===== config.mk =====
export PLATFORM = sky130hd
export DESIGN_NAME = button_pulse_gen
export DESIGN_NICKNAME = d
export VERILOG_FILES = /design/src/rtl/btn_pkg.sv /design/src/rtl/sync_2ff.sv /design/src/rtl/button_pulse_gen.sv
export SDC_FILE = /design/constraint.sdc
export NUM_CORES = 1
export LEC_CHECK = 0
export CORE_MARGIN = 3
export CORE_UTILIZATION = 25
export DETAILED_ROUTE_END_ITERATION = 10
export MAX_ROUTING_LAYER = met4
export PLACE_DENSITY = 0.49
export SETUP_SLACK_MARGIN = 0.02
export SYNTH_ARGS = -nofsm -noshare
export SYNTH_HDL_FRONTEND = slang
export SYNTH_HIERARCHICAL = 1
export SYNTH_SLANG_ARGS = --single-unit
export TNS_END_PERCENT = 20

===== constraint.sdc =====
create_clock -name Clk_in -period 2.35 [get_ports Clk_in]
set_input_delay 0.47 -clock Clk_in [delete_from_list [all_inputs] [get_ports Clk_in]]
set_output_delay 0.47 -clock Clk_in [all_outputs]
set_load 0.02 [all_outputs]

===== src/rtl/btn_pkg.sv =====
// Shared state encoding and default 100 MHz timing constants for the button pulse path.
package btn_pkg;

  typedef enum logic [1:0] {
    IDLE         = 2'd0,
    PRESS_WAIT   = 2'd1,
    HELD         = 2'd2,
    RELEASE_WAIT = 2'd3
  } btnState_e;

  localparam int unsigned DEF_DEBOUNCE_CYCLES = 1000000;
  localparam int unsigned DEF_REPEAT_DELAY    = 50000000;
  localparam int unsigned DEF_REPEAT_PERIOD   = 10000000;

  function automatic int unsigned maxU(input int unsigned a, input int unsigned b);
    return (a > b) ? a : b;
  endfunction

endpackage


===== src/rtl/sync_2ff.sv =====
// Two-stage synchroniser for asynchronous board inputs; synchronous active-high reset clears both stages.
module sync_2ff (
  input  logic clock_i,
  input  logic reset_i,
  input  logic d_i,
  output logic q_o
);

  logic stage1_q;
  logic stage2_q;

  always_ff @(posedge clock_i) begin
    if (reset_i) begin
      stage1_q <= 1'b0;
      stage2_q <= 1'b0;
    end else begin
      stage1_q <= d_i;
      stage2_q <= stage1_q;
    end
  end

  assign q_o = stage2_q;

endmodule


===== src/rtl/button_pulse_gen.sv =====
// Debounces a raw button level into a clean level plus one-cycle press/release pulses.
// Define AUTO_REPEAT_EN to add held-button auto-repeat pulses on Pulse_out.
module button_pulse_gen
  import btn_pkg::*;
#(
  parameter int unsigned DEBOUNCE_CYCLES = DEF_DEBOUNCE_CYCLES,
  parameter int unsigned REPEAT_DELAY    = DEF_REPEAT_DELAY,
  parameter int unsigned REPEAT_PERIOD   = DEF_REPEAT_PERIOD
) (
  input  logic Clk_in,
  input  logic Reset_in,
  input  logic Level_in,
  output logic Pulse_out,
  output logic Release_out,
  output logic Stable_out
);

  localparam int unsigned CW = $clog2(DEBOUNCE_CYCLES + 1);
  localparam logic [CW-1:0] CNT_MAX = CW'(DEBOUNCE_CYCLES);

  if (DEBOUNCE_CYCLES < 1 || REPEAT_DELAY < 1 || REPEAT_PERIOD < 1) begin : gBadParams
    $error("button_pulse_gen: timing parameters must all be >= 1");
  end

  btnState_e state_q, state_d;
  logic [CW-1:0] count_q, count_d;
  logic pulse_q, pulse_d;
  logic release_q, release_d;
  logic stable_q, stable_d;
  logic syncLvl;
  logic pressEv;
  logic releaseEv;
  logic repeatFire;

  sync_2ff uSync (
    .clock_i (Clk_in),
    .reset_i (Reset_in),
    .d_i     (Level_in),
    .q_o     (syncLvl)
  );

  // The count only advances while below CNT_MAX, so it can never wrap.
  always_comb begin
    state_d   = state_q;
    count_d   = count_q;
    pressEv   = 1'b0;
    releaseEv = 1'b0;
    unique case (state_q)
      IDLE: begin
        if (syncLvl) begin
          state_d = PRESS_WAIT;
          count_d = CW'(1);
        end
      end
      PRESS_WAIT: begin
        if (!syncLvl) begin
          state_d = IDLE;
          count_d = '0;
        end else if (count_q == CNT_MAX) begin
          state_d = HELD;
          count_d = '0;
          pressEv = 1'b1;
        end else begin
          count_d = count_q + 1'b1;
        end
      end
      HELD: begin
        if (!syncLvl) begin
          state_d = RELEASE_WAIT;
          count_d = CW'(1);
        end
      end
      RELEASE_WAIT: begin
        if (syncLvl) begin
          state_d = HELD;
          count_d = '0;
        end else if (count_q == CNT_MAX) begin
          state_d   = IDLE;
          count_d   = '0;
          releaseEv = 1'b1;
        end else begin
          count_d = count_q + 1'b1;
        end
      end
      default: begin
        state_d = IDLE;
        count_d = '0;
      end
    endcase
  end

`ifdef AUTO_REPEAT_EN
  localparam int unsigned RW = $clog2(maxU(REPEAT_DELAY, REPEAT_PERIOD) + 1);

  logic [RW-1:0] rep_q, rep_d, repNext;
  logic firstRep_q, firstRep_d;

  // Repeat timing spans HELD and RELEASE_WAIT so a rejected release bounce keeps its phase.
  always_comb begin
    rep_d      = rep_q;
    firstRep_d = firstRep_q;
    repeatFire = 1'b0;
    repNext    = rep_q + 1'b1;
    if ((state_q == HELD || state_q == RELEASE_WAIT) && !releaseEv) begin
      if (repNext == (firstRep_q ? RW'(REPEAT_DELAY) : RW'(REPEAT_PERIOD))) begin
        repeatFire = 1'b1;
        rep_d      = '0;
        firstRep_d = 1'b0;
      end else begin
        rep_d = repNext;
      end
    end else begin
      rep_d      = '0;
      firstRep_d = 1'b1;
    end
  end

  always_ff @(posedge Clk_in) begin
    if (Reset_in) begin
      rep_q      <= '0;
      firstRep_q <= 1'b1;
    end else begin
      rep_q      <= rep_d;
      firstRep_q <= firstRep_d;
    end
  end
`else
  assign repeatFire = 1'b0;
`endif

  assign pulse_d   = pressEv | repeatFire;
  assign release_d = releaseEv;
  assign stable_d  = (state_d == HELD) || (state_d == RELEASE_WAIT);

  always_ff @(posedge Clk_in) begin
    if (Reset_in) begin
      state_q   <= IDLE;
      count_q   <= '0;
      pulse_q   <= 1'b0;
      release_q <= 1'b0;
      stable_q  <= 1'b0;
    end else begin
      state_q   <= state_d;
      count_q   <= count_d;
      pulse_q   <= pulse_d;
      release_q <= release_d;
      stable_q  <= stable_d;
    end
  end

  assign Pulse_out   = pulse_q;
  assign Release_out = release_q;
  assign Stable_out  = stable_q;

endmodule


==> out/metrics.cfg, run 1 <==
[placed_design]
io_buffer_count=5
dpl_cell_area_um2=1540
hpwl_um=2340
routabilityCongestion=0.866

[clock_tree]
post_cts_resized=0
path_clk_slew_ps=100
postCtsHoldBufs=0
clockBufferDepth=2
cts_inserted_buffers=3
cts_tree=built
clock_sinks=27
cts_setup_buffers=0
cts-root-buf=clkbuf_8
cts_max_level=1
insertion_delay_ps=270

[die]
fp.dieW_um=81.0
core-area_um2=5270
start_util_pct=26.7
rows=26
dieArea_um2=6570
ioPinCount=6
die_y_um=81.0

[outcome]
outcome=completed

[sta]
worstMarginPinSlew_ps=663
rsz0062_at_grt=no
report.final.slew_viol_count=0
tns_ps=0
hold_viol_final=0
final.period_utilization_pct=86.0
setup_viol=0
min_period_ps=2020
relSlewSlack_pct=55.8
max_freq_mhz=495
clock_skew_ps=3.85

[synthesis]
synth_top_cell_area_share_pct=38.4
synth_edf_count=0
synth_cells=157
synth_area_per_cell_um2=8.97
netlist_top_cells_area=dfxtp_1 (38%), a21oi_1 (5.0%), or4_1 (3.2%)
netlist-cell-type-count=41
synth_area_um2=1410
synthArstFlopShare_pct=0
synthFlopType=dfxtp_1
ys_seq_area_share_pct=38.4
syn_nets=162
ys_ff_latch=27
yosysTopAreaCell=dfxtp_1
yosys_warnings=6

[global_routing]
grt_pass1_wl_um=5420
grt_overflow=0
grtUsageTotal_pct=10.8
grt_max_degree=16
antenna_found_initial=0
grt_pass1_vias=1156

[cells_and_area]
layout_common_cells=dfxtp_1 (27), a21oi_1 (14), nor2_1 (9), nand2_1 (9), o21ai_0 (8)
fin_area_um2=1590
final_common_cell=dfxtp_1
n_antenna_cell=0
drive_gt1_share_pct=7.98
nNetsFinal=169
synthToLayoutAreaGrowth_pct=12.7

[routing]
drcViolationCount=0
antenna_left=0
dr.pass1.iters=6
drt_iter0_drc=78
routed_wl_um=3200
num_vias=1248
viasPerCell=5.36
wl_per_cell_um=13.7

[hold_path]
hold_class=flip-flop to flip-flop
min-delay-start=uSync/stage1_q

[worst_setup_path]
worst_setup_path_start_kind=flip-flop
worstPathRequired_ps=2560
regToRegStartpoint=count_q[3]
critPathCaptureType=flip-flop
worstPathArrival_ps=2230
critPathMaxFanout=15
worst-setup-path-type=flip-flop to flip-flop
critPathLaunch=count_q[3]

[power]
power-per-cell-area_nw_per_um2=487
leakagePower_nw=0.456
ir_worst_vdd_uv=329

[flow_run]
drv_cap=0

registers in the layout, summed over array words and instances (netlist names):
signal	cells
uSync/q_o	1
Stable_out	1
Pulse_out	1
count_q	20
state_q	2
uSync/stage1_q	1
Release_out	1
cell type report:
cell class | count | area [um^2]
Timing Repair Buffer | 10 | 87.6
Clock buffer | 4 | 45.0
Multi-Input combinational cell | 119 | 815
Sequential cell | 27 | 541
Tap cell | 70 | 87.6
Inverter | 3 | 11.3
Fill cell | 578 | 3680
stage by stage:
stage                     total power [mW]  hold slack (ps)  worst slack, ps  utilization, %  instances
final                                0.773              458              330            30.1        233
after global routing                 0.806              486              194            30.1        233
after CTS                            0.783              460              326            30.1        233
after detailed placement             0.513              433              367            29.2        229
after global placement               0.512              431              383            29.2        229
after floorplan                      0.500              414              620               -        157
synth_stat cells (5+ instances only):
cell     instances
or3_1            5
nand3_1          7
nor2_1           9
a21oi_1         14
o21ai_0          8
nand4_1          6
nand2_1          9
dfxtp_1         27
or4_1            6
worst paths after layout:
kind	endpoint	slack [ps]	depth (start not counted)
setup / recovery	count_q[15]	330	4
hold / removal	uSync/q_o	460	1
setup reg to reg	count_q[15]	330	4
hold reg to reg	uSync/q_o	460	1
worst max-delay path, cell delays in order, from the launching register on:
cell and delay (ps):
dfxtp_1 590, and3_1 240, o2111ai_2 370, or4_1 610, a21oi_1 140
power breakdown:
group	internal, mW	switching, mW	leakage [nW]
clock network	0.122	0.149	0.0228
registers	0.460	0.00394	0.218
logic	0.0169	0.0208	0.215
logic make-up after synthesis:
logic type	share of synthesized area, %
DFF	38.4
buffers and inverters	3.73
AOI/OAI and AO/OA	20.0
adders and majority gates	1.78
muxes	1.42
xor gates and xnor gates	5.33
and+or+nand+nor	29.3
routing by layer:
metal	global-route usage (%)	routed length [um]
met1	13.8	1540
met2	17.6	1540
met3	2.99	111
met4	1.52	12
met5	-	0
(Power assumes the default switching activity.)
==> run 2, diff against run 1 <==
CORE_UTILIZATION = 35   (was 25)
PLACE_DENSITY = 0.6   (was 0.49)
==> out/metrics.cfg, run 2 (synthesis results as in run 1) <==
[cells_and_area]
top_regs=count_q (20), state_q (2)
final_util_pct=40.9  ; +11 points
largest_reg_flops=20  ; unchanged
fin_area_um2=1540  ; -2.7%
nNetsFinal=167  ; -1.2%
layout_common_cells=dfxtp_1 (27), a21oi_1 (14), nor2_1 (9), nand2_1 (9), o21ai_0 (8)
synthToLayoutAreaGrowth_pct=9.69
final_common_cell=dfxtp_1
top_register=count_q
n_antenna_cell=0  ; unchanged
drive_gt1_share_pct=6.83  ; -1.1 points

[worst_setup_path]
cp_slowest_stage_delay_ps=620  ; about the same
crit_slowest_cell=dfxtp_1
worst_setup_path_start_kind=flip-flop
worstPathRequired_ps=2560  ; about the same
worstPathCellList=and3_1 > o2111ai_2 > or4_1 > a21oi_1
worstPathArrival_ps=2260  ; +30 ps
critPathCaptureType=flip-flop
critPathMaxFanout=15  ; unchanged
worst-setup-path-type=flip-flop to flip-flop

[routing]
antenna_left=0  ; unchanged
wl_per_cell_um=14.8  ; +8.0%
routed_wl_um=3100  ; -3.2%
num_vias=1253  ; +0.40%
dr.pass1.iters=4  ; -2
drt_iter0_drc=115  ; +47%
drcViolationCount=0  ; unchanged
viasPerCell=6.00  ; +12%

[clock_tree]
post_cts_resized=0  ; unchanged
cts_tree=built
clock_sinks=27  ; unchanged
cts_setup_buffers=0  ; unchanged
cts-root-buf=clkbuf_8
clockBufferDepth=2  ; unchanged
postCtsHoldBufs=0  ; unchanged
cts_max_level=1  ; unchanged
path_clk_slew_ps=90  ; about the same
insertion_delay_ps=270  ; about the same
cts_inserted_buffers=3  ; unchanged

[sta]
rsz0062_at_grt=no
max_freq_mhz=489  ; -1.3%
setup_viol=0  ; unchanged
report.final.slew_viol_count=0  ; unchanged
worstMarginPinSlew_ps=630  ; -32.9 ps
clock_skew_ps=4.25  ; +0.402 ps
tns_ps=0  ; unchanged
hold_viol_final=0  ; unchanged
relSlewSlack_pct=58.0  ; +2.2 points
final.period_utilization_pct=87.1  ; +1.1 points
min_period_ps=2050  ; +26.3 ps

[global_routing]
grt_pass1_vias=1148  ; -0.69%
grtUsageTotal_pct=14.1  ; +3.2 points
grt_max_degree=16  ; unchanged
antenna_found_initial=0  ; unchanged
grt_overflow=0  ; unchanged
grt_pass1_wl_um=5510  ; +1.8%

[die]
ioPinCount=6  ; unchanged
fp.dieW_um=69.4  ; -14%
dieArea_um2=4820  ; -27%
die_y_um=69.4  ; -14%
rows=22  ; -15%
core-area_um2=3770  ; -28%
start_util_pct=37.3  ; +11 points

[placed_design]
dpl_cell_area_um2=1500  ; -2.8%
routabilityCongestion=0.815  ; -5.8%
hpwl_um=2300  ; -1.7%
io_buffer_count=5  ; unchanged

[flow_run]
drv_cap=0  ; unchanged

[hold_path]
hold_class=flip-flop to flip-flop

[power]
leakagePower_nw=0.447  ; -2.1%
power-per-cell-area_nw_per_um2=495  ; +1.6%
ir_worst_vdd_uv=271  ; -18%

[outcome]
outcome=completed

## run 2: worst paths after layout
check / endpoint / slack (ps) / cells after the start / start
worst max register to register: count_q[15] / 300 / 4 / count_q[3]
worst min register to register: uSync/q_o / 450 / 1 / uSync/stage1_q
worst max-delay path: count_q[15] / 300 / 4 / count_q[3]
worst min-delay path: uSync/q_o / 450 / 1 / uSync/stage1_q
## run 2: per-stage QoR
stage / power (mW) / hold slack, ps / setup slack (ps) / instances
after floorplan: 0.500 / 414 / 620 / 157
after global placement: 0.511 / 427 / 378 / 205
after detailed placement: 0.511 / 440 / 332 / 205
after CTS: 0.775 / 459 / 288 / 209
after global routing: 0.798 / 468 / 113 / 209
final: 0.764 / 450 / 304 / 209
## run 2: area by class of cell
class                   count  area (um^2)
well taps                  48         60.1
multi-input cells         119          815
fillers                   377         2230
repair buffers              8         72.6
flip-flops and latches     27          541
clock buffers               4         45.0
inverters                   3         11.3
## run 2: report_power, final
group | switching [mW] | internal [mW]
logic | 0.0200 | 0.0163
clock network | 0.142 | 0.122
registers | 0.00430 | 0.460
## run 2: worst max-delay path, delay by kind of cell (launching register included)
kind             cells  cell delay (ps)
AND/OR/NAND/NOR      2              860
flip-flops           1              620
AO/OA/AOI/OAI        2              500
## run 2: metal layers
| metal | global-route usage [%] | wire length (um) |
|---|---|---|
| met3 | 3.04 | 129 |
| met4 | 3.04 | 25 |
| met5 | - | 0 |
| met2 | 23.2 | 1500 |
| met1 | 17.7 | 1440 |
